File: config.mk
export PLATFORM = sky130hd
export DESIGN_NAME = attack_arbiter_flat
export DESIGN_NICKNAME = d
export VERILOG_FILES = /design/src/rtl/attack_pkg.sv /design/src/rtl/attack_arbiter_if.sv /design/src/rtl/attack_frame_timer.sv /design/src/rtl/attack_arbiter.sv /design/src/flat_wrapper.sv
export SDC_FILE = /design/constraint.sdc
export NUM_CORES = 1
export LEC_CHECK = 0
export CAP_MARGIN = 20
export CORE_MARGIN = 4
export CORE_UTILIZATION = 30
export DETAILED_ROUTE_END_ITERATION = 8
export PLACE_DENSITY_LB_ADDON = 0.15
export SETUP_SLACK_MARGIN = 0.5
export SLEW_MARGIN = 0
export SYNTH_ARGS = -nofsm -noshare
export SYNTH_HDL_FRONTEND = slang
export SYNTH_SLANG_ARGS = --single-unit
File: constraint.sdc
create_clock -name Clk -period 1.7 [get_ports Clk]
set_clock_uncertainty 0.1 [all_clocks]
set_input_delay 0.34 -clock Clk [delete_from_list [all_inputs] [get_ports Clk]]
set_output_delay 0.34 -clock Clk [all_outputs]
set_load 0.1 [all_outputs]
File: src/rtl/attack_pkg.sv
// Shared types and constants for the attack launch arbiter: keycodes,
// FSM states, grant encoding and the cooldown load helper.
package attack_pkg;

  localparam int unsigned CD_W   = 4;
  localparam int unsigned TO_W   = 5;
  localparam int unsigned AMMO_W = 4;

  typedef enum logic [7:0] {
    KEY_X     = 8'd27,
    KEY_Z     = 8'd29,
    KEY_SPACE = 8'd44,
    KEY_RIGHT = 8'd79,
    KEY_LEFT  = 8'd80,
    KEY_DOWN  = 8'd81,
    KEY_UP    = 8'd82
  } key_e;

  typedef struct packed {
    logic [7:0] hi;
    logic [7:0] lo;
  } keypair_t;

  typedef enum logic [2:0] {
    ST_IDLE,
    ST_FIRE,
    ST_LAUNCH,
    ST_ACTIVE,
    ST_COOLDOWN
  } state_e;

  typedef enum logic [1:0] {
    GRANT_NONE = 2'b00,
    GRANT_A1   = 2'b01,
    GRANT_A2   = 2'b10
  } grant_e;

  // Higher levels shorten the cooldown, never below one frame
  function automatic logic [CD_W-1:0] cooldown_load(input int unsigned base,
                                                    input logic [1:0] lvl_hi);
    int unsigned hi;
    hi = 32'(lvl_hi);
    if (base > hi + 1) return CD_W'(base - hi);
    return CD_W'(1);
  endfunction

endpackage

File: src/rtl/attack_arbiter_if.sv
// Game-side bus of the attack arbiter: key input, attack object status,
// launch strobes and arbiter status.
interface attack_arbiter_if;
  import attack_pkg::*;

  logic       game_frame_clk_rising_edge;
  keypair_t   keycode;
  logic       Attack1_On;
  logic       Attack2_On;
  logic [3:0] Game_Level;
  logic       Fire1;
  logic       Fire2;
  logic [1:0] Grant;
  logic       Ready;
  logic [3:0] Ammo;

  modport master (
    output game_frame_clk_rising_edge, keycode, Attack1_On, Attack2_On, Game_Level,
    input  Fire1, Fire2, Grant, Ready, Ammo
  );

  modport slave (
    input  game_frame_clk_rising_edge, keycode, Attack1_On, Attack2_On, Game_Level,
    output Fire1, Fire2, Grant, Ready, Ammo
  );

endinterface

File: src/rtl/attack_frame_timer.sv
// Loadable down-counter that decrements once per game frame tick and
// flags when it has reached zero.
module attack_frame_timer #(
  parameter int unsigned W = 4
) (
  input  logic         clk,
  input  logic         rst,
  input  logic         load,
  input  logic [W-1:0] value,
  input  logic         tick,
  output logic         zero_c
);

  logic [W-1:0] cnt;

  always_ff @(posedge clk) begin
    if (rst)                    cnt <= '0;
    else if (load)              cnt <= value;
    else if (tick && cnt != '0) cnt <= cnt - W'(1);
  end

  assign zero_c = (cnt == '0);

endmodule

File: src/rtl/attack_arbiter.sv
// Arbitrates Z/X key requests onto a single projectile launch slot with
// round-robin tie break, handshake timeout and per-attack cooldown.
// Optional attack2 ammo with frame-based refill: define ATTACK_AMMO_EN.
module attack_arbiter
  import attack_pkg::*;
#(
  parameter int unsigned COOLDOWN1     = 4,
  parameter int unsigned COOLDOWN2     = 8,
  parameter int unsigned TIMEOUT       = 31,
  parameter int unsigned AMMO_MAX      = 9,
  parameter int unsigned REFILL_FRAMES = 60
) (
  input logic              Clk,
  input logic              Reset,
  attack_arbiter_if.slave  bus
);

  state_e             state, state_next;
  grant_e             grant, grant_next, last_grant;
  logic               armed;
  logic [TO_W-1:0]    to_cnt;
  logic [AMMO_W-1:0]  ammo;
  logic               fire1, fire2, ready;
  logic               tick, req1, req2, ammo_ok, on_g, to_hit;
  logic               cd_load_en, cd_zero;
  logic [CD_W-1:0]    cd_value;
  logic               unused_lvl;

  assign tick = bus.game_frame_clk_rising_edge;
  assign req1 = (bus.keycode.lo == KEY_Z) || (bus.keycode.hi == KEY_Z);
  assign req2 = ((bus.keycode.lo == KEY_X) || (bus.keycode.hi == KEY_X)) && ammo_ok;
  assign on_g = (grant == GRANT_A1) ? bus.Attack1_On :
                (grant == GRANT_A2) ? bus.Attack2_On : 1'b0;
  // Fires on the frame tick that completes TIMEOUT ticks in the current state
  assign to_hit     = tick && (to_cnt >= TO_W'(TIMEOUT - 1));
  assign cd_value   = cooldown_load((grant == GRANT_A2) ? COOLDOWN2 : COOLDOWN1,
                                    bus.Game_Level[3:2]);
  assign cd_load_en = (state != ST_COOLDOWN) && (state_next == ST_COOLDOWN);
  assign unused_lvl = ^bus.Game_Level[1:0];

  always_comb begin
    state_next = state;
    grant_next = grant;
    case (state)
      ST_IDLE: begin
        if (armed && (req1 || req2)) begin
          state_next = ST_FIRE;
          if (req1 && req2) grant_next = (last_grant == GRANT_A1) ? GRANT_A2 : GRANT_A1;
          else              grant_next = req1 ? GRANT_A1 : GRANT_A2;
        end
      end
      ST_FIRE:   state_next = ST_LAUNCH;
      ST_LAUNCH: begin
        if (on_g)        state_next = ST_ACTIVE;
        else if (to_hit) state_next = ST_COOLDOWN;
      end
      ST_ACTIVE: begin
        if (!on_g || to_hit) state_next = ST_COOLDOWN;
      end
      ST_COOLDOWN: begin
        if (cd_zero) begin
          state_next = ST_IDLE;
          grant_next = GRANT_NONE;
        end
      end
      default: begin
        state_next = ST_IDLE;
        grant_next = GRANT_NONE;
      end
    endcase
  end

  // armed holds off granting for the first cycle out of reset
  always_ff @(posedge Clk) begin
    if (Reset) begin
      state      <= ST_IDLE;
      grant      <= GRANT_NONE;
      last_grant <= GRANT_A2;
      armed      <= 1'b0;
      to_cnt     <= '0;
      fire1      <= 1'b0;
      fire2      <= 1'b0;
      ready      <= 1'b1;
    end else begin
      state <= state_next;
      grant <= grant_next;
      armed <= 1'b1;
      if (state == ST_COOLDOWN && state_next == ST_IDLE) last_grant <= grant;
      if (state_next != state)           to_cnt <= '0;
      else if (tick && to_cnt != '1)     to_cnt <= to_cnt + TO_W'(1);
      fire1 <= (state_next == ST_FIRE) && (grant_next == GRANT_A1);
      fire2 <= (state_next == ST_FIRE) && (grant_next == GRANT_A2);
      ready <= (state_next == ST_IDLE);
    end
  end

  attack_frame_timer #(.W(CD_W)) u_cooldown (
    .clk    (Clk),
    .rst    (Reset),
    .load   (cd_load_en),
    .value  (cd_value),
    .tick   (tick),
    .zero_c (cd_zero)
  );

`ifdef ATTACK_AMMO_EN
  localparam int unsigned RF_W = (REFILL_FRAMES > 1) ? $clog2(REFILL_FRAMES) : 1;
  logic [RF_W-1:0] refill_cnt;
  logic            spend, refill, full;

  assign full    = (ammo == AMMO_W'(AMMO_MAX));
  assign spend   = (state == ST_FIRE) && (grant == GRANT_A2);
  assign refill  = tick && !full && (refill_cnt == RF_W'(REFILL_FRAMES - 1));
  assign ammo_ok = (ammo != '0);

  // Refill period restarts whenever the magazine is full
  always_ff @(posedge Clk) begin
    if (Reset) begin
      ammo       <= AMMO_W'(AMMO_MAX);
      refill_cnt <= '0;
    end else begin
      if (full)      refill_cnt <= '0;
      else if (tick) refill_cnt <= refill ? '0 : refill_cnt + RF_W'(1);
      if (spend && !refill)      ammo <= ammo - AMMO_W'(1);
      else if (refill && !spend) ammo <= ammo + AMMO_W'(1);
    end
  end
`else
  localparam int unsigned unused_refill_frames = REFILL_FRAMES;
  assign ammo    = AMMO_W'(AMMO_MAX);
  assign ammo_ok = 1'b1;
`endif

  assign bus.Fire1 = fire1;
  assign bus.Fire2 = fire2;
  assign bus.Grant = grant;
  assign bus.Ready = ready;
  assign bus.Ammo  = ammo;

endmodule
File: src/flat_wrapper.sv
// flat-port wrapper written by rule: the top's interface ports become plain ports
module attack_arbiter_flat import attack_pkg::*;
#(
  parameter int unsigned COOLDOWN1     = 4,
  parameter int unsigned COOLDOWN2     = 8,
  parameter int unsigned TIMEOUT       = 31,
  parameter int unsigned AMMO_MAX      = 9,
  parameter int unsigned REFILL_FRAMES = 60
)
  (Clk, Reset, bus_game_frame_clk_rising_edge, bus_keycode, bus_Attack1_On, bus_Attack2_On, bus_Game_Level, bus_Fire1, bus_Fire2, bus_Grant, bus_Ready, bus_Ammo);
  attack_arbiter_if bus_i ();
  input logic Clk;
  input logic Reset;
  input wire logic [$bits(bus_i.game_frame_clk_rising_edge)-1:0] bus_game_frame_clk_rising_edge;
  input wire logic [$bits(bus_i.keycode)-1:0] bus_keycode;
  input wire logic [$bits(bus_i.Attack1_On)-1:0] bus_Attack1_On;
  input wire logic [$bits(bus_i.Attack2_On)-1:0] bus_Attack2_On;
  input wire logic [$bits(bus_i.Game_Level)-1:0] bus_Game_Level;
  output wire logic [$bits(bus_i.Fire1)-1:0] bus_Fire1;
  output wire logic [$bits(bus_i.Fire2)-1:0] bus_Fire2;
  output wire logic [$bits(bus_i.Grant)-1:0] bus_Grant;
  output wire logic [$bits(bus_i.Ready)-1:0] bus_Ready;
  output wire logic [$bits(bus_i.Ammo)-1:0] bus_Ammo;
  assign bus_i.game_frame_clk_rising_edge = bus_game_frame_clk_rising_edge;
  assign bus_i.keycode = bus_keycode;
  assign bus_i.Attack1_On = bus_Attack1_On;
  assign bus_i.Attack2_On = bus_Attack2_On;
  assign bus_i.Game_Level = bus_Game_Level;
  assign bus_Fire1 = bus_i.Fire1;
  assign bus_Fire2 = bus_i.Fire2;
  assign bus_Grant = bus_i.Grant;
  assign bus_Ready = bus_i.Ready;
  assign bus_Ammo = bus_i.Ammo;
  attack_arbiter #(.COOLDOWN1(COOLDOWN1), .COOLDOWN2(COOLDOWN2), .TIMEOUT(TIMEOUT), .AMMO_MAX(AMMO_MAX), .REFILL_FRAMES(REFILL_FRAMES)) u_core (.Clk(Clk), .Reset(Reset), .bus(bus_i));
endmodule
==> metrics.md <==
| Metric | Value |
|---|---|
| First-pass GRT wire length | `6.10 mm` |
| Largest net degree at the start of global routing | `13` |
| Initial Utilization | `31.9%` |
| Tot GR Track Use | `14.2%` |
| Placed cell count | `254` |
| Netlist Area Pre-Place | `1310 um2` |
| Leakage power | `0.965 nW` |
| Final min period | `1.85 ns` |
| CP Cell Sequence | `inv_2 -> ha_4 -> or3b_4 -> or4b_4 -> mux2i_1 -> nand2_1` |
| Share of cells above drive strength 1 | `56.6%` |
| Post-synthesis cell count | `154` |
| 1st-pass router iterations | `4` |
| Final WS setup | `-0.146 ns` |
| Wire length per cell | `14.6 um` |
| Initial DRC count | `19` |
| Die width | `74.1 um` |
| Power Density | `837 nW/um2` |
| RSZ-0062 raised after global routing | `yes` |
| Antenna viol nets, final | `0` |
| Setup TNS | `-0.544 ns` |
| CTS buffer count | `3` |
| IO Port Bufs | `27` |
| Drt total wl | `3.94 mm` |
| Hold Violations, Final | `0` |
| Diode count | `0` |
| Gr ovfl total | `0` |
| Crit start category | `flip-flop` |
| Final slew viol count | `0` |
| Clock-pin slew reported for the worst setup and hold paths after clock tree synthesis | `0.09 ns` |
| Fillers | `360` |
| Clk sinks | `20` |
| R2R cell count | `6` |
| Vias per cell | `5.05` |
| Number of different library cells in the post-synthesis netlist | `52` |
| Placed cell area | `1910 um2` |
| Final worst path period share | `109%` |
| Max Fclk | `542 MHz` |
| Via Count | `1358` |
| Flops & latches, synth | `20` |
| Synth warn | `0` |
| IR Drop Worst-Case VDD | `0.665 mV` |
| Seq/Total Area, Yosys | `30.5%` |
| Htree depth | `1` |
| Cts hold-fix bufs | `0` |
| WP data required | `1.77 ns` |
| CTS tree | `built` |
| Design Area, Final | `2320 um2` |
| Row count | `23` |
| Most used DFF post-synth | `dfxtp_1` |
| Max_cap viols | `0` |
| Worst setup endpoint | `u_core.last_grant[1]` |
| DP HPWL | `2.82 mm` |
| Final cell count without fillers | `269` |
| FF-to-FF Start | `u_core.u_cooldown.cnt[1]` |
| CP Capture Type | `flip-flop` |
| Nets | `251` |
| Vias in the first global route | `1405` |
| Hold WC Path Type | `reg2reg` |
| Initial antenna violation count | `0` |
| CTS root buffer | `clkbuf_8` |
| Crit-path max cell delay | `0.52 ns` |
| I/O pins | `34` |
| CP max FO | `2` |
| Core area | `4120 um2` |
| WP data arrival | `1.91 ns` |
| DRC | `0` |
| Die Area | `5490 um2` |
| Final setup viols | `9` |
| EDFF count, synth | `0` |
| GPL Wtd Cong | `0.890` |
| CP top delay family | `simple AND/OR/NAND/NOR gates` |
| CP bufs+invs | `1` |
| Worst path depth | `6` |
| FF-to-FF End | `u_core.last_grant[1]` |
| Area grow syn2layout | `76.7%` |
| Failing checks | `negative setup slack` |
| Flop2flop setup slack | `-0.15 ns` |
| Critical-path top delay cell | `or4b_4` |
| Status | `finished with violations` |
| Clock Tree Buf Depth | `2` |
| Crit. Startpoint | `u_core.u_cooldown.cnt[1]` |
| Clock Latency Late Sink | `0.27 ns` |
| Syn avg cell area | `8.51 um2` |
| Die span in y | `74.1 um` |
| CP Class | `reg2reg` |
| Post-synth ARST share | `0%` |
## cells in the mapped netlist (2+ instances only)
library cell  instances  area, um2
dfxtp_1              20        400
nand2_1              19       71.3
a21oi_1              10       50.1
nor2_1                9       33.8
inv_1                 8       30.0
ha_1                  6       75.1
nor3_1                6       30.0
buf_2                 4       20.0
buf_4                 4       30.0
nand3_1               4       20.0
nand3b_1              4       30.0
xnor2_1               4       35.0
a211oi_1              3       22.5
mux2i_1               3       30.0
o21ai_0               3       15.0
and4b_1               2       20.0
conb_1                2       7.51
nand4_1               2       12.5
nand4b_1              2       17.5
nor2b_1               2       12.5
nor4_1                2       12.5
o22a_1                2       17.5
o22ai_1               2       12.5
or2_2                 2       12.5
xor2_1                2       17.5
## area by class of cell
class | count | area [um2] | share of cell area [%]
clock buffer | 3 | 41.3 | 1.78
clock inverter | 1 | 30.0 | 1.30
inverter | 8 | 30.0 | 1.30
multi-input combinational | 118 | 1090 | 47.1
sequential | 20 | 417 | 18.0
tap | 50 | 62.6 | 2.70
timing repair buffer | 69 | 644 | 27.8
## per-stage QoR
| stage | total power, mW | utilization [%] | worst slack [ns] | hold WS [ns] |
|---|---|---|---|---|
| 2_1_floorplan | 0.873 | - | -0.166 | 0.345 |
| 3_3_place_gp | 1.10 | 46.5 | -0.377 | 0.362 |
| 3_5_place_dp | 1.12 | 46.5 | -0.442 | 0.385 |
| 4_1_cts | 1.73 | 53.0 | -0.166 | 0.398 |
| 5_1_grt | 2.05 | 56.3 | -0.212 | 0.439 |
| 6_report | 1.94 | 56.3 | -0.146 | 0.390 |
## kinds of logic (layout without fill, tap and decap cells)
group           Yosys count  after routing  synth area share (%)
compound gates           33             33                  19.7
xor+xnor                  6              6                  4.01
fa+ha+maj                 7              7                  6.58
buf+inv                  18             81                  7.25
flops                    20             20                  30.5
mux                       3              3                  2.29
other cells               2              4                 0.573
simple gates             65             65                  29.1
## worst min path at each step
stage | cells past startpoint | from | endpoint | slack, ns
floorplan | 2 | u_core.last_grant[1] | u_core.last_grant[1] | 0.34
global placement | 2 | u_core.last_grant[1] | u_core.last_grant[1] | 0.36
detailed placement | 2 | u_core.last_grant[1] | u_core.last_grant[1] | 0.38
CTS | 2 | u_core.last_grant[1] | u_core.last_grant[1] | 0.40
global route | 2 | u_core.last_grant[1] | u_core.last_grant[1] | 0.44
finish | 2 | u_core.last_grant[1] | u_core.last_grant[1] | 0.39
## flip-flops by register name (all words and copies together) (netlist names)
signal                 count
u_core.bus.Fire2           1
u_core.bus.Ready           1
u_core.armed               1
u_core.to_cnt              5
u_core.state               3
u_core.u_cooldown.cnt      4
u_core.bus.Fire1           1
u_core.bus.Grant           2
u_core.last_grant          2
## repair_timing
item | in CTS | in global routing
resized for setup | 85 | 23
pin swaps | 28 | 25
buffers inserted | 6 | 5
endpoints found under the setup margin | 24 | 24
## worst reg2reg max path: cells and delay by family, from the launching register on
family                   cells  cell delay [ns]
adder cells (fa/ha/maj)      1             0.13
flip-flops                   1             0.33
multiplexers                 1             0.16
AND/OR/NAND/NOR              3             0.96
buffers and inverters        1             0.06
## metal layers
metal	GRT usage, %	share of wire [%]
met1	15.2	40
met2	27.7	53
met3	2.30	5.5
met4	4.83	1.7
met5	0	0
## power breakdown
part	switching (mW)	internal [mW]
Combinational	0.414	0.497
Sequential	0.0278	0.509
Clock	0.178	0.315
Total	0.620	1.32
## placed cells by master, fill, tap and decap left out, types with 3 or more instances in the layout
master | synthesis | layout
buf_6 | 1 | 11
nor2_2 | 0 | 3
a21oi_2 | 0 | 5
a211oi_2 | 1 | 3
clkdlybuf4s15_1 | 0 | 6
conb_1 | 2 | 4
inv_1 | 8 | 6
buf_12 | 0 | 5
xnor2_1 | 4 | 3
nor3_2 | 0 | 6
nand2_1 | 19 | 10
dfxtp_2 | 0 | 7
nand2_2 | 0 | 8
dlygate4sd2_1 | 0 | 8
buf_4 | 4 | 32
nor2_1 | 9 | 4
buf_2 | 4 | 4
a21oi_1 | 10 | 4
clkbuf_8 | 0 | 3
clkdlybuf4s50_1 | 0 | 3
mux2i_1 | 3 | 3
nand3b_1 | 4 | 4
ha_4 | 0 | 3
dfxtp_1 | 20 | 11
Power figures use the tool's default switching activity.
